==> src/rtl/pcecd_adpcm_ram_arb.sv <==
// pcecd_adpcm_ram_arb: single-port ADPCM RAM arbiter shared by CPU writes/reads,
// CD DMA writes and playback sample fetches. One RAM access at a time, fixed
// priority play > dma > cpu_wr > cpu_rd.
// Optional feature macro: PCECD_ADPCM_HALF_FLAG_EN (registered play_half flag).
module pcecd_adpcm_ram_arb (
    input  logic        clk,
    input  logic        reset,
    input  logic        addr_load,
    input  logic [1:0]  addr_sel,
    input  logic [15:0] addr_in,
    input  logic        cpu_wr_req,
    input  logic [7:0]  cpu_wr_data,
    input  logic        cpu_rd_req,
    output logic [7:0]  cpu_rd_data,
    output logic        cpu_busy,
    input  logic        dma_valid,
    input  logic [7:0]  dma_data,
    output logic        dma_ready,
    input  logic        play_start,
    input  logic        play_req,
    output logic [7:0]  play_data,
    output logic        play_valid,
    output logic        play_end,
    output logic        play_overrun,
    output logic        play_half,
    output logic [15:0] ram_addr,
    output logic        ram_we,
    output logic [7:0]  ram_wdata,
    input  logic [7:0]  ram_rdata
);

    typedef enum logic [1:0] {
        ST_IDLE = 2'd0,
        ST_ACC  = 2'd1,
        ST_RD   = 2'd2
    } state_t;

    typedef enum logic [1:0] {
        GNT_PLAY   = 2'd0,
        GNT_DMA    = 2'd1,
        GNT_CPU_WR = 2'd2,
        GNT_CPU_RD = 2'd3
    } gnt_t;

    state_t      state_q, state_d;
    gnt_t        gnt_q, gnt_d;
    logic        grant_en;
    logic        gnt_is_wr;

    logic [15:0] wr_addr_q, wr_addr_d;
    logic [15:0] rd_addr_q, rd_addr_d;
    logic [15:0] play_addr_q, play_addr_d;
    logic [15:0] play_len_q, play_len_d;

    logic        cpu_wr_pend_q, cpu_wr_pend_d;
    logic [7:0]  cpu_wr_data_q, cpu_wr_data_d;
    logic        cpu_rd_pend_q, cpu_rd_pend_d;
    logic        dma_pend_q, dma_pend_d;
    logic [7:0]  dma_data_q, dma_data_d;
    logic        play_pend_q, play_pend_d;
    logic        play_active_q, play_active_d;
    logic        play_overrun_q, play_overrun_d;

    logic [15:0] ram_addr_q, ram_addr_d;
    logic        ram_we_q, ram_we_d;
    logic [7:0]  ram_wdata_q, ram_wdata_d;
    logic [7:0]  cpu_rd_data_q, cpu_rd_data_d;
    logic [7:0]  play_data_q, play_data_d;
    logic        play_valid_q, play_valid_d;
    logic        play_end_q, play_end_d;

    assign gnt_is_wr = (gnt_q == GNT_DMA) || (gnt_q == GNT_CPU_WR);
    assign cpu_busy  = cpu_wr_pend_q | cpu_rd_pend_q;
    assign dma_ready = ~dma_pend_q;

    // FSM state register
    always_ff @(posedge clk) begin
        if (reset) begin
            state_q <= ST_IDLE;
        end else begin
            state_q <= state_d;
        end
    end

    // FSM next-state: IDLE -> ACC on grant; writes finish in ACC, reads go through RD
    always_comb begin
        state_d = state_q;
        unique case (state_q)
            ST_IDLE: if (grant_en) state_d = ST_ACC;
            ST_ACC:  state_d = gnt_is_wr ? ST_IDLE : ST_RD;
            ST_RD:   state_d = ST_IDLE;
            default: state_d = ST_IDLE;
        endcase
    end

    // Fixed-priority grant selection, evaluated only while IDLE
    always_comb begin
        gnt_d    = gnt_q;
        grant_en = 1'b0;
        if (state_q == ST_IDLE) begin
            grant_en = 1'b1;
            if (play_pend_q)        gnt_d = GNT_PLAY;
            else if (dma_pend_q)    gnt_d = GNT_DMA;
            else if (cpu_wr_pend_q) gnt_d = GNT_CPU_WR;
            else if (cpu_rd_pend_q) gnt_d = GNT_CPU_RD;
            else                    grant_en = 1'b0;
        end
    end

    // FSM outputs: RAM bus registered at grant, read data captured in RD
    always_comb begin
        ram_addr_d    = ram_addr_q;
        ram_we_d      = 1'b0;
        ram_wdata_d   = ram_wdata_q;
        cpu_rd_data_d = cpu_rd_data_q;
        play_data_d   = play_data_q;
        play_valid_d  = 1'b0;
        play_end_d    = 1'b0;
        if (grant_en) begin
            case (gnt_d)
                GNT_PLAY: ram_addr_d = play_addr_q;
                GNT_DMA: begin
                    ram_addr_d  = wr_addr_q;
                    ram_we_d    = 1'b1;
                    ram_wdata_d = dma_data_q;
                end
                GNT_CPU_WR: begin
                    ram_addr_d  = wr_addr_q;
                    ram_we_d    = 1'b1;
                    ram_wdata_d = cpu_wr_data_q;
                end
                GNT_CPU_RD: ram_addr_d = rd_addr_q;
                default: ;
            endcase
        end
        // Length already decremented at grant; zero here means this fetch is the last
        if (state_q == ST_ACC && gnt_q == GNT_PLAY && play_len_q == '0) begin
            play_end_d = 1'b1;
        end
        if (state_q == ST_RD) begin
            if (gnt_q == GNT_PLAY) begin
                play_data_d  = ram_rdata;
                play_valid_d = 1'b1;
            end else begin
                cpu_rd_data_d = ram_rdata;
            end
        end
    end

    // Request capture into pending flags and playback control
    always_comb begin
        cpu_wr_pend_d  = cpu_wr_pend_q;
        cpu_wr_data_d  = cpu_wr_data_q;
        cpu_rd_pend_d  = cpu_rd_pend_q;
        dma_pend_d     = dma_pend_q;
        dma_data_d     = dma_data_q;
        play_pend_d    = play_pend_q;
        play_active_d  = play_active_q;
        play_overrun_d = play_overrun_q;

        if (!cpu_busy) begin
            if (cpu_wr_req) begin
                cpu_wr_pend_d = 1'b1;
                cpu_wr_data_d = cpu_wr_data;
            end
            if (cpu_rd_req) cpu_rd_pend_d = 1'b1;
        end
        if (dma_valid && dma_ready) begin
            dma_pend_d = 1'b1;
            dma_data_d = dma_data;
        end
        if (play_req && play_active_q) begin
            if (play_pend_q) play_overrun_d = 1'b1;
            else             play_pend_d    = 1'b1;
        end

        if (state_q == ST_ACC) begin
            if (gnt_q == GNT_DMA)    dma_pend_d    = 1'b0;
            if (gnt_q == GNT_CPU_WR) cpu_wr_pend_d = 1'b0;
            if (gnt_q == GNT_PLAY && play_len_q == '0) play_active_d = 1'b0;
        end
        if (state_q == ST_RD) begin
            if (gnt_q == GNT_PLAY) play_pend_d   = 1'b0;
            else                   cpu_rd_pend_d = 1'b0;
        end

        if (play_start && play_len_q != '0) begin
            play_active_d  = 1'b1;
            play_pend_d    = 1'b0;
            play_overrun_d = 1'b0;
        end
    end

    // Address/length counters: step at grant, a load of the same counter wins.
    // The access in flight keeps using ram_addr_q, so a load never disturbs it.
    always_comb begin
        wr_addr_d   = wr_addr_q;
        rd_addr_d   = rd_addr_q;
        play_addr_d = play_addr_q;
        play_len_d  = play_len_q;
        if (grant_en) begin
            case (gnt_d)
                GNT_PLAY: begin
                    play_addr_d = play_addr_q + 16'd1;
                    play_len_d  = play_len_q - 16'd1;
                end
                GNT_DMA, GNT_CPU_WR: wr_addr_d = wr_addr_q + 16'd1;
                GNT_CPU_RD:          rd_addr_d = rd_addr_q + 16'd1;
                default: ;
            endcase
        end
        if (addr_load) begin
            case (addr_sel)
                2'd0:    wr_addr_d   = addr_in;
                2'd1:    rd_addr_d   = addr_in;
                2'd2:    play_addr_d = addr_in;
                default: play_len_d  = addr_in;
            endcase
        end
    end

    // Datapath registers
    always_ff @(posedge clk) begin
        if (reset) begin
            gnt_q          <= GNT_PLAY;
            wr_addr_q      <= '0;
            rd_addr_q      <= '0;
            play_addr_q    <= '0;
            play_len_q     <= '0;
            cpu_wr_pend_q  <= 1'b0;
            cpu_wr_data_q  <= '0;
            cpu_rd_pend_q  <= 1'b0;
            dma_pend_q     <= 1'b0;
            dma_data_q     <= '0;
            play_pend_q    <= 1'b0;
            play_active_q  <= 1'b0;
            play_overrun_q <= 1'b0;
            ram_addr_q     <= '0;
            ram_we_q       <= 1'b0;
            ram_wdata_q    <= '0;
            cpu_rd_data_q  <= '0;
            play_data_q    <= '0;
            play_valid_q   <= 1'b0;
            play_end_q     <= 1'b0;
        end else begin
            gnt_q          <= gnt_d;
            wr_addr_q      <= wr_addr_d;
            rd_addr_q      <= rd_addr_d;
            play_addr_q    <= play_addr_d;
            play_len_q     <= play_len_d;
            cpu_wr_pend_q  <= cpu_wr_pend_d;
            cpu_wr_data_q  <= cpu_wr_data_d;
            cpu_rd_pend_q  <= cpu_rd_pend_d;
            dma_pend_q     <= dma_pend_d;
            dma_data_q     <= dma_data_d;
            play_pend_q    <= play_pend_d;
            play_active_q  <= play_active_d;
            play_overrun_q <= play_overrun_d;
            ram_addr_q     <= ram_addr_d;
            ram_we_q       <= ram_we_d;
            ram_wdata_q    <= ram_wdata_d;
            cpu_rd_data_q  <= cpu_rd_data_d;
            play_data_q    <= play_data_d;
            play_valid_q   <= play_valid_d;
            play_end_q     <= play_end_d;
        end
    end

`ifdef PCECD_ADPCM_HALF_FLAG_EN
    logic play_half_q, play_half_d;

    // Half-length flag: active playback with less than half the length left
    always_comb begin
        play_half_d = play_active_q & (play_len_q < 16'h8000);
    end

    // Half-length flag register
    always_ff @(posedge clk) begin
        if (reset) begin
            play_half_q <= 1'b0;
        end else begin
            play_half_q <= play_half_d;
        end
    end

    assign play_half = play_half_q;
`else
    assign play_half = 1'b0;
`endif

    assign cpu_rd_data  = cpu_rd_data_q;
    assign play_data    = play_data_q;
    assign play_valid   = play_valid_q;
    assign play_end     = play_end_q;
    assign play_overrun = play_overrun_q;
    assign ram_addr     = ram_addr_q;
    assign ram_we       = ram_we_q;
    assign ram_wdata    = ram_wdata_q;

endmodule

==> config.mk <==
export PLATFORM = sky130hd
export DESIGN_NAME = pcecd_adpcm_ram_arb
export DESIGN_NICKNAME = d
export VERILOG_FILES = /design/src/rtl/pcecd_adpcm_ram_arb.sv
export SDC_FILE = /design/constraint.sdc
export NUM_CORES = 1
export LEC_CHECK = 0
export BUFFER_PORTS_ARGS = -buffer_cell sky130_fd_sc_hd__buf_4
export CAP_MARGIN = 10
export CORE_ASPECT_RATIO = 2
export CORE_UTILIZATION = 45
export CTS_BUF_LIST = sky130_fd_sc_hd__clkbuf_4
export CTS_CLUSTER_DIAMETER = 30
export DETAILED_ROUTE_END_ITERATION = 10
export PLACE_DENSITY = 0.65
export SYNTH_ARGS = -nofsm -noshare
export SYNTH_HDL_FRONTEND = slang
export SYNTH_SLANG_ARGS = --single-unit
==> constraint.sdc <==
create_clock -name clk -period 3.2 [get_ports clk]
set_input_delay 0.32 -clock clk [delete_from_list [all_inputs] [get_ports clk]]
set_output_delay 0.32 -clock clk [all_outputs]
set_load 0.02 [all_outputs]
== After elaboration in Yosys (flattened, before gate mapping) ==
Index checks and enable logic that the tools add are counted.
Word-level totals
  word-level logic and storage cells: 119
  register bits: 133
  input port bits: 50
Cells by class
  equality and inequality tests: 10
  bitwise operators: 6
  add/subtract/negate cells: 4
  reductions and logical operators: 27
  muxes and demuxes: 51
Operators with widths (count)
  2-to-1 mux 16 bit: 16
  adder 16 x 1 -> 16 bit (second input constant): 3
  case mux 16 bit (3 select lines): 1
  2-to-1 mux 1 bit: 25
  zero test 16 bit: 1
  case mux 8 bit (2 select lines): 1
  nonzero test 16 bit: 1
  subtractor 16 x 1 -> 16 bit (second input constant): 1
  2-to-1 mux 2 bit: 7
  AND reduction 2 bit: 6
  == test 2 bit (second input constant): 5
  == test 2 x 1 -> 1 bit (second input constant): 4
  zero test 2 bit: 4
  OR reduction 2 bit: 4
  logical AND 1 bit: 6
  nonzero test 2 bit: 3
  inverter 1 bit: 5
  case mux 2 bit (2 select lines): 1
  OR reduction 3 bit: 1
  != test 2 bit (second input constant): 1
  logical OR 1 bit: 1
  OR 1 bit: 1

== Depth between registers and ports, before layout ==
Gate-level depths: netlist of run 1.
  depth in word-level cells: 11
  depth in mapped cells: 13
  depth with buffers taken out: 10

== Least setup slack after synthesis of run 1 ==
No wires, ideal clock.
  path type: register to register
  start: register state_q[0]
  end: register wr_addr_q[14]
  slack: 0.529 ns
  required time: 3.109 ns
  period minus slack after synthesis: 2.671 ns
  arrival: 2.580 ns
  cell stages (with the launch flop): 13
  library setup time: 0.091 ns
  cells stage by stage: dfxtp_1 -> nor2_2 -> a21oi_1 -> o221ai_1 -> inv_1 -> ha_1 -> buf_2 -> and3_1 -> and4_1 -> buf_2 -> nand2_2 -> or3_1 -> a311oi_1
Between the ends
  cells in the longest elaborated chain, start to end: 8
  elaborated cells on any way between the ends: 10
  classes of those cells: eq/ne: 2; mux: 6; reduce/logical: 2
Ends and longest elaborated chain
  start, declared: line 45  | state_t state_q, state_d;
  start signal, assigned: line 81  | state_q <= state_d;
  zero test 2 bit *: line 100  | if (state_q == ST_IDLE) begin
  2-to-1 mux 2 bit *: line 100
  net gnt_d[0]: line 46  | gnt_t gnt_q, gnt_d;
  == test 2 x 1 -> 1 bit or == test 2 bit (tied branches): line 202  | case (gnt_d)
  OR reduction 2 bit (no line) *
  2-to-1 mux 16 bit *: line 202
  2-to-1 mux 16 bit *: line 201  | if (grant_en) begin
  2-to-1 mux 16 bit: line 213  | case (addr_sel)
  2-to-1 mux 16 bit *: line 212  | if (addr_load) begin
  end signal, assigned: line 247  | wr_addr_q <= wr_addr_d;
  end, declared: line 50  | logic [15:0] wr_addr_q, wr_addr_d;
The timed path passes the listed nets; every way through them passes the cells marked *.
A chain may end at the register's enable or synchronous reset.

== Worst setup path after layout of run 1 ==
Ends and elaborated chain as after synthesis.

==> results of run 1 <==
==> synthesized netlist by cell type (all sizes together), types with 2 or more instances <==
cell | count | area [um2]
and2 | 5 | 31.3
a21oi | 20 | 100
a22oi | 15 | 113
nor2b | 5 | 31.3
nor3b | 4 | 41.3
dfxtp | 133 | 2660
or2 | 2 | 12.5
o21ai | 23 | 115
nand2b | 6 | 37.5
inv | 13 | 48.8
a211oi | 59 | 458
nand3 | 20 | 110
nand4 | 12 | 75.1
nand3b | 4 | 30.0
nor2 | 117 | 442
and3 | 7 | 43.8
mux2i | 43 | 430
or3 | 6 | 37.5
nor3 | 15 | 97.6
o31ai | 4 | 30.0
xnor2 | 23 | 201
clkbuf | 36 | 136
a311oi | 8 | 70.1
xor2 | 30 | 263
buf | 13 | 70.1
nor4 | 10 | 98.8
ha | 12 | 150
or4 | 3 | 26.3
nand2 | 81 | 309
and4 | 8 | 70.1
==> state kept, by name (all words and copies together) (netlist names), 16 cells and up <==
register / count
rd_addr_q: 16
play_addr_q: 16
ram_addr: 16
wr_addr_q: 16
play_len_q: 16
==> layout by cell type (no fill, tap or decap), drive strengths merged, types with 2 or more instances in the layout <==
master       netlist  final
inv               13     23
and4               8      8
ha                12     12
nand4             12     12
and2               5      5
clkinv             0      4
clkbuf            36     17
dlygate4sd3        0     24
nand3b             4      4
nor4              10     10
a21oi             20     20
o31ai              4      4
or2                2      2
nand3             20     20
nor3              15     15
mux2i             43     43
and3               7      7
or4                3      3
buf               13    105
nand2b             6      6
dfxtp            133    133
o21ai             23     23
nand2             81     81
nor2             117    117
a22oi             15     15
nor3b              4      4
a311oi             8      8
xnor2             23     23
xor2              30     30
a211oi            59     59
nor2b              5      5
or3                6      6
==> worst paths after layout <==
path                                       start  slack, ps                to  cells past startpoint
worst max-delay path                  state_q[0]        260     wr_addr_q[14]                     10
worst min-delay path                 dma_data[2]         20     dma_data_q[2]                      3
worst max register to register        state_q[0]        260     wr_addr_q[14]                     10
worst min register to register  cpu_wr_data_q[7]        470  cpu_wr_data_q[7]                      2
==> routing by layer <==
layer	track usage	wire, um
met5	0	0
met4	0.125	663
met3	0.0542	757
met2	0.462	9400
met1	0.258	6590
==> layout make-up <==
type / count / area share
tap: 189 / 0.0301
clock inverter: 15 / 0.0230
inverter: 13 / 0.00622
timing repair buffer: 129 / 0.133
sequential: 133 / 0.339
antenna: 1 / 0.000319
clock buffer: 17 / 0.0163
multi-input combinational: 555 / 0.452
==> logic make-up (layout without fill, tap and decap cells) <==
| logic type | Yosys count | in the layout | synth area share |
|---|---|---|---|
| AND/OR/NAND/NOR | 311 | 311 | 0.241 |
| AO/OA/AOI/OAI | 135 | 135 | 0.144 |
| flip-flops | 133 | 133 | 0.412 |
| other | 1 | 2 | 0.000581 |
| buffers and inverters | 62 | 174 | 0.0395 |
| multiplexers | 43 | 43 | 0.0667 |
| XOR/XNOR | 53 | 53 | 0.0719 |
| adder cells (fa/ha/maj) | 12 | 12 | 0.0233 |
==> power breakdown <==
group	internal (mW)	total (mW)	switching [mW]
sequential	1.82	1.98	0.160
clock	0.438	1.21	0.772
combinational	0.486	1.20	0.711
total	2.74	4.39	1.64
==> worst max-delay path: cells and delay by family (launching register included) <==
| family | cells | cell delay (ps) |
|---|---|---|
| adders and majority gates | 1 | 310 |
| AOI/OAI and AO/OA | 3 | 710 |
| DFF | 1 | 430 |
| buffers and inverters | 1 | 90 |
| and+or+nand+nor | 5 | 1310 |
==> stage by stage <==
step | total power, mW | setup slack [ps] | std cells
2_1_floorplan | 2.79 | 529 | 750
3_3_place_gp | 3.16 | 408 | 994
3_5_place_dp | 3.18 | 329 | 994
4_1_cts | 4.42 | 261 | 1050
5_1_grt | 4.63 | 44.7 | 1052
6_report | 4.39 | 260 | 1052
==> what timing repair did <==
| action | 4_1_cts | 5_1_grt |
|---|---|---|
| setup buffers | 0 | 1 |
| hold buffers | 24 | 0 |
| endpoints found under the setup margin | 0 | 1 |
| endpoints found under the hold margin | 32 | 0 |
==> results.toml, run 1 <==
[worst_setup_path]
cp.required_ps = 3670
critPathKind = "reg -> reg"
start_kind = "flop"
crit_chain = "nor2_2 > a21oi_1 > o221ai_1 > inv_1 > ha_1 > and3_1 > and4_1 > nand2_2 > or3_1 > a311oi_1"
crit_arrival_ps = 3410
crit_path_max_incr_delay_ps = 430
cp_slowest_cell = "dfxtp_1"
critPathCaptureType = "flop"
critPathMaxFanout = 8

[finish]
final_core_util = 0.562
multiInputGateArea_um2 = 3550
fill_cells = 1264
nets = 911
area_growth_pct = 21.5
regArea_um2 = 2660
final_cell_area_um2 = 7850
layout-drive-gt1-share = 0.183

[logic_synthesis]
synth.avg_cell_area_um2 = 8.61
ys_warn_count = 0
synth.yosys.seq_area_share = 0.412
synth_area_um2 = 6460
ys_ff_latch = 133
synth-edff-count = 0
ys_types = 58
synth_ff_type = "dfxtp_1"
synthCells = 750
async_flop_share = 0
syn_nets = 812

[detailed_routing]
firstDrtPassIters = 5
wl_um = 17400
dr.first_iter.drc_count = 347
drtAntennaViolNets = 0
num_vias = 5750
drc = 0
avgRoutedWirePerCell_um = 16.5
viasPerCell = 5.47

[timing]
max_freq_ghz = 0.340
finalSetupViolations = 0
fin_setup_tns_ps = 0
finalHoldWorstSlack_ps = 21.8
tightest_slew_ps = 1010
fin_skew_ps = 28.4
finalCritPeriodShare = 0.919
timing.max_slew.rel_slack = 0.328
rsz0062_at_grt = "no"
slew_violations = 0
hold_violations = 0
min_period_ps = 2940

[placement]
port_buffers = 95
dpl.hpwl_um = 12800
place_area_um2 = 7290
gp_congestion = 0.890

[clock_network]
cts.path.max_buffers = 2
cts.sinks = 133
clk-insertion-delay-late_ps = 560
clock-root-buffer = "clkbuf_4"
cts_made_buffers = 17
cts_resized = 0
cts_tree = "done"
path_clk_slew_ps = 150
h-tree-depth = 4

[global_route]
grt_overflow = 0
grt_pass1_wl_um = 28500
track_usage = 0.249
grt_max_degree = 61
grt_pass1_vias = 5743
antenna_found_initial = 1

[floorplan]
coreArea_um2 = 14000
ios = 97
rows = 61
initial_core_util = 0.462
die_w_um = 86.7
dieArea_um2 = 14900
dieHeight_um = 171

[min_path]
hp-class = "in -> reg"

[power_and_ir_drop]
leakage_nw = 3.04
ir_drop_mv = 0.347
powerDensity_nw_per_um2 = 559

[job]
cap_violations = 0

[outcome]
status = "finished clean"
Note: power is estimated with default switching activity, not from simulation.
==> run 2, diff against run 1 <==
--- a/config.mk
+++ b/config.mk
@@ -10,5 +10,5 @@
 export CORE_ASPECT_RATIO = 2
 export CORE_UTILIZATION = 45
-export CTS_BUF_LIST = sky130_fd_sc_hd__clkbuf_4
+export CTS_BUF_LIST = sky130_fd_sc_hd__clkbuf_8
 export CTS_CLUSTER_DIAMETER = 30
 export DETAILED_ROUTE_END_ITERATION = 10
==> constraint.sdc (replaced) <==
create_clock -name clk -period 3.2 [get_ports clk]
set_input_delay 0.8 -clock clk [delete_from_list [all_inputs] [get_ports clk]]
set_output_delay 0.8 -clock clk [all_outputs]
set_load 0.02 [all_outputs]
==> run 2 against run 1 <==
- non-clock buffer count shrank 24
- flip-flop and latch count stayed put
- wire length is 0.44% higher
- via count fell by 1.7%
- global-route usage fell by 0.27 points
- clock power rose by 29%
- critical path type unchanged
- critical endpoint is now ram_wdata[5]
- largest power group unchanged
==> results.toml, run 2 (synthesis gave the netlist of run 1 again) <==
[min_path]
hold_depth = 2
hp-class = "reg -> reg"
hold_start = "cpu_wr_data_q[7]"
whs_endpoint = "cpu_wr_data_q[7]"

[detailed_routing]
num_vias = 5650
avgRoutedWirePerCell_um = 17.0
top_layer = "met4"
firstDrtPassIters = 5
wl_met1_um = 6700
wl_um = 17500
drc = 0
met3_length_um = 680
dr.first_iter.drc_count = 349
viasPerCell = 5.50
wl_met2_um = 9480
drtAntennaViolNets = 0

[global_route]
grt_pass1_wl_um = 28300
grt_overflow = 0
antenna_found_initial = 0
grt_pass1_vias = 5741
track_usage = 0.247
grt_max_degree = 85

[floorplan]
initial_core_util = 0.462
ios = 97
dieArea_um2 = 14900
coreArea_um2 = 14000
rows = 61
die_w_um = 86.7
dieHeight_um = 171

[power_and_ir_drop]
ir_drop_mv = 0.355
power.switching_mw = 1.62
powerDensity_nw_per_um2 = 611
power.share.sequential = 0.419
netSwitchingFraction = 0.343
p_clk_frac = 0.330
p_int_mw = 3.10
combPwrFrac = 0.250
leakage_nw = 2.99

[worst_setup_path]
reg2reg_slack_ps = 300
r2r_cells = 11
cp.required_ps = 3550
critPathMaxFanout = 18
crit-reg2reg-launch = "state_q[0]"
rr_endpoint = "ram_wdata[5]"
crit_arrival_ps = 3250
crit_chain = "or2_1 > o21ai_0 > nand2_1 > inv_1 > ha_1 > buf_4 > inv_1 > nor3_4 > buf_4 > nor2_1 > a211oi_1"
start_kind = "flop"
critPathKind = "reg -> reg"
cp_slowest_cell = "dfxtp_1"
crit_path_max_incr_delay_ps = 520
critPathCaptureType = "flop"

[placement]
dpl.hpwl_um = 13000
place_area_um2 = 7290
dpl.cell_count = 995
gp_congestion = 0.910
port_buffers = 95

[timing]
timing.max_slew.rel_slack = 0.380
max_freq_ghz = 0.345
hold_violations = 0
fin_setup_tns_ps = 0
finalCritPeriodShare = 0.907
tightest_slew_ps = 931
finalSetupViolations = 0
min_period_ps = 2900
fin_skew_ps = 21.5
slew_violations = 0
rsz0062_at_grt = "no"

[clock_network]
cts.path.max_buffers = 2
cts.sinks = 133
h-tree-depth = 4
clock-root-buffer = "clkbuf_8"
clk-insertion-delay-late_ps = 450
cts_tree = "done"
cts_made_buffers = 17
path_clk_slew_ps = 80

[finish]
area_growth_pct = 19.8
nets = 887
final_cell_area_um2 = 7740
fill_cells = 1306
multiInputGateArea_um2 = 3550
mostFrequentLayoutCell = "dfxtp_1"
final_cell_mix = "dfxtp_1 (133), nor2_1 (115), buf_4 (104)"
regArea_um2 = 2660
layout-drive-gt1-share = 0.190
n_antenna_cell = 0
instances_no_fill = 1027

[outcome]
status = "finished clean"

[job]
cap_violations = 0
## run 2: cell types whose count changed in the layout (fill, tap and decap cells not counted), sizes merged, moves of 2 or more
cell | before | now
clkinvlp | 0 | 3
inv | 23 | 20
bufinv | 1 | 3
dlygate4sd3 | 24 | 0
clkinv | 4 | 1
## run 2: final cells by class
cell class | instances | share of cell area
multi-input cells | 555 | 0.459
flip-flops and latches | 133 | 0.344
well taps | 189 | 0.0306
clock buffers | 18 | 0.0320
clock inverters | 14 | 0.0243
inverters | 13 | 0.00631
repair buffers | 105 | 0.104
## run 2: worst max path at each step
| stage | startpoint | end | slack [ps] | cells after the start |
|---|---|---|---|---|
| 6_report | state_q[0] | ram_wdata[5] | 300 | 11 |
| 5_1_grt | state_q[0] | play_addr_q[11] | 50 | 10 |
| 4_1_cts | state_q[0] | ram_wdata[5] | 260 | 11 |
| 3_5_place_dp | state_q[0] | play_addr_q[13] | 290 | 10 |
| 3_3_place_gp | state_q[0] | wr_addr_q[14] | 450 | 10 |
| 2_1_floorplan | state_q[0] | wr_addr_q[14] | 530 | 12 |
## run 2: stage by stage
stage	setup slack (ps)	util	power [mW]	hold WS, ps
after floorplan	529	-	2.79	436
after global placement	455	0.522	3.16	444
after detailed placement	291	0.522	3.19	448
after CTS	261	0.553	4.75	460
after global routing	48.5	0.554	4.95	481
final	298	0.554	4.72	457
## run 2: critical path, delay by kind of cell (launching register included)
kind                     cells  cell delay, ps
buffers and inverters        4             710
AO/OA/AOI/OAI                2             380
flip-flops                   1             520
AND/OR/NAND/NOR              4             910
adder cells (fa/ha/maj)      1             290
## run 2: power by group through the flow
stage | clock network [mW] | registers [mW] | logic [mW]
finish | 1.56 | 1.98 | 1.18
global route | 1.65 | 2.00 | 1.30
CTS | 1.58 | 1.98 | 1.19
detailed placement | 0 | 2.01 | 1.18
global placement | 0 | 2.01 | 1.16
floorplan | 0 | 2.04 | 0.755
## run 2: timing repair
item | in CTS | in global routing
hold buffers | 0 | 0
setup endpoints to repair | 0 | 3
gates resized for setup | 0 | 1
buffers inserted | 0 | 0
hold endpoints to repair | 0 | 0
## run 2: routing by layer
metal,vias to the layer above,global-route usage
met5,-,0
met4,0,0.127
met2,155,0.462
met1,2659,0.256
li1,2798,-
met3,38,0.0437
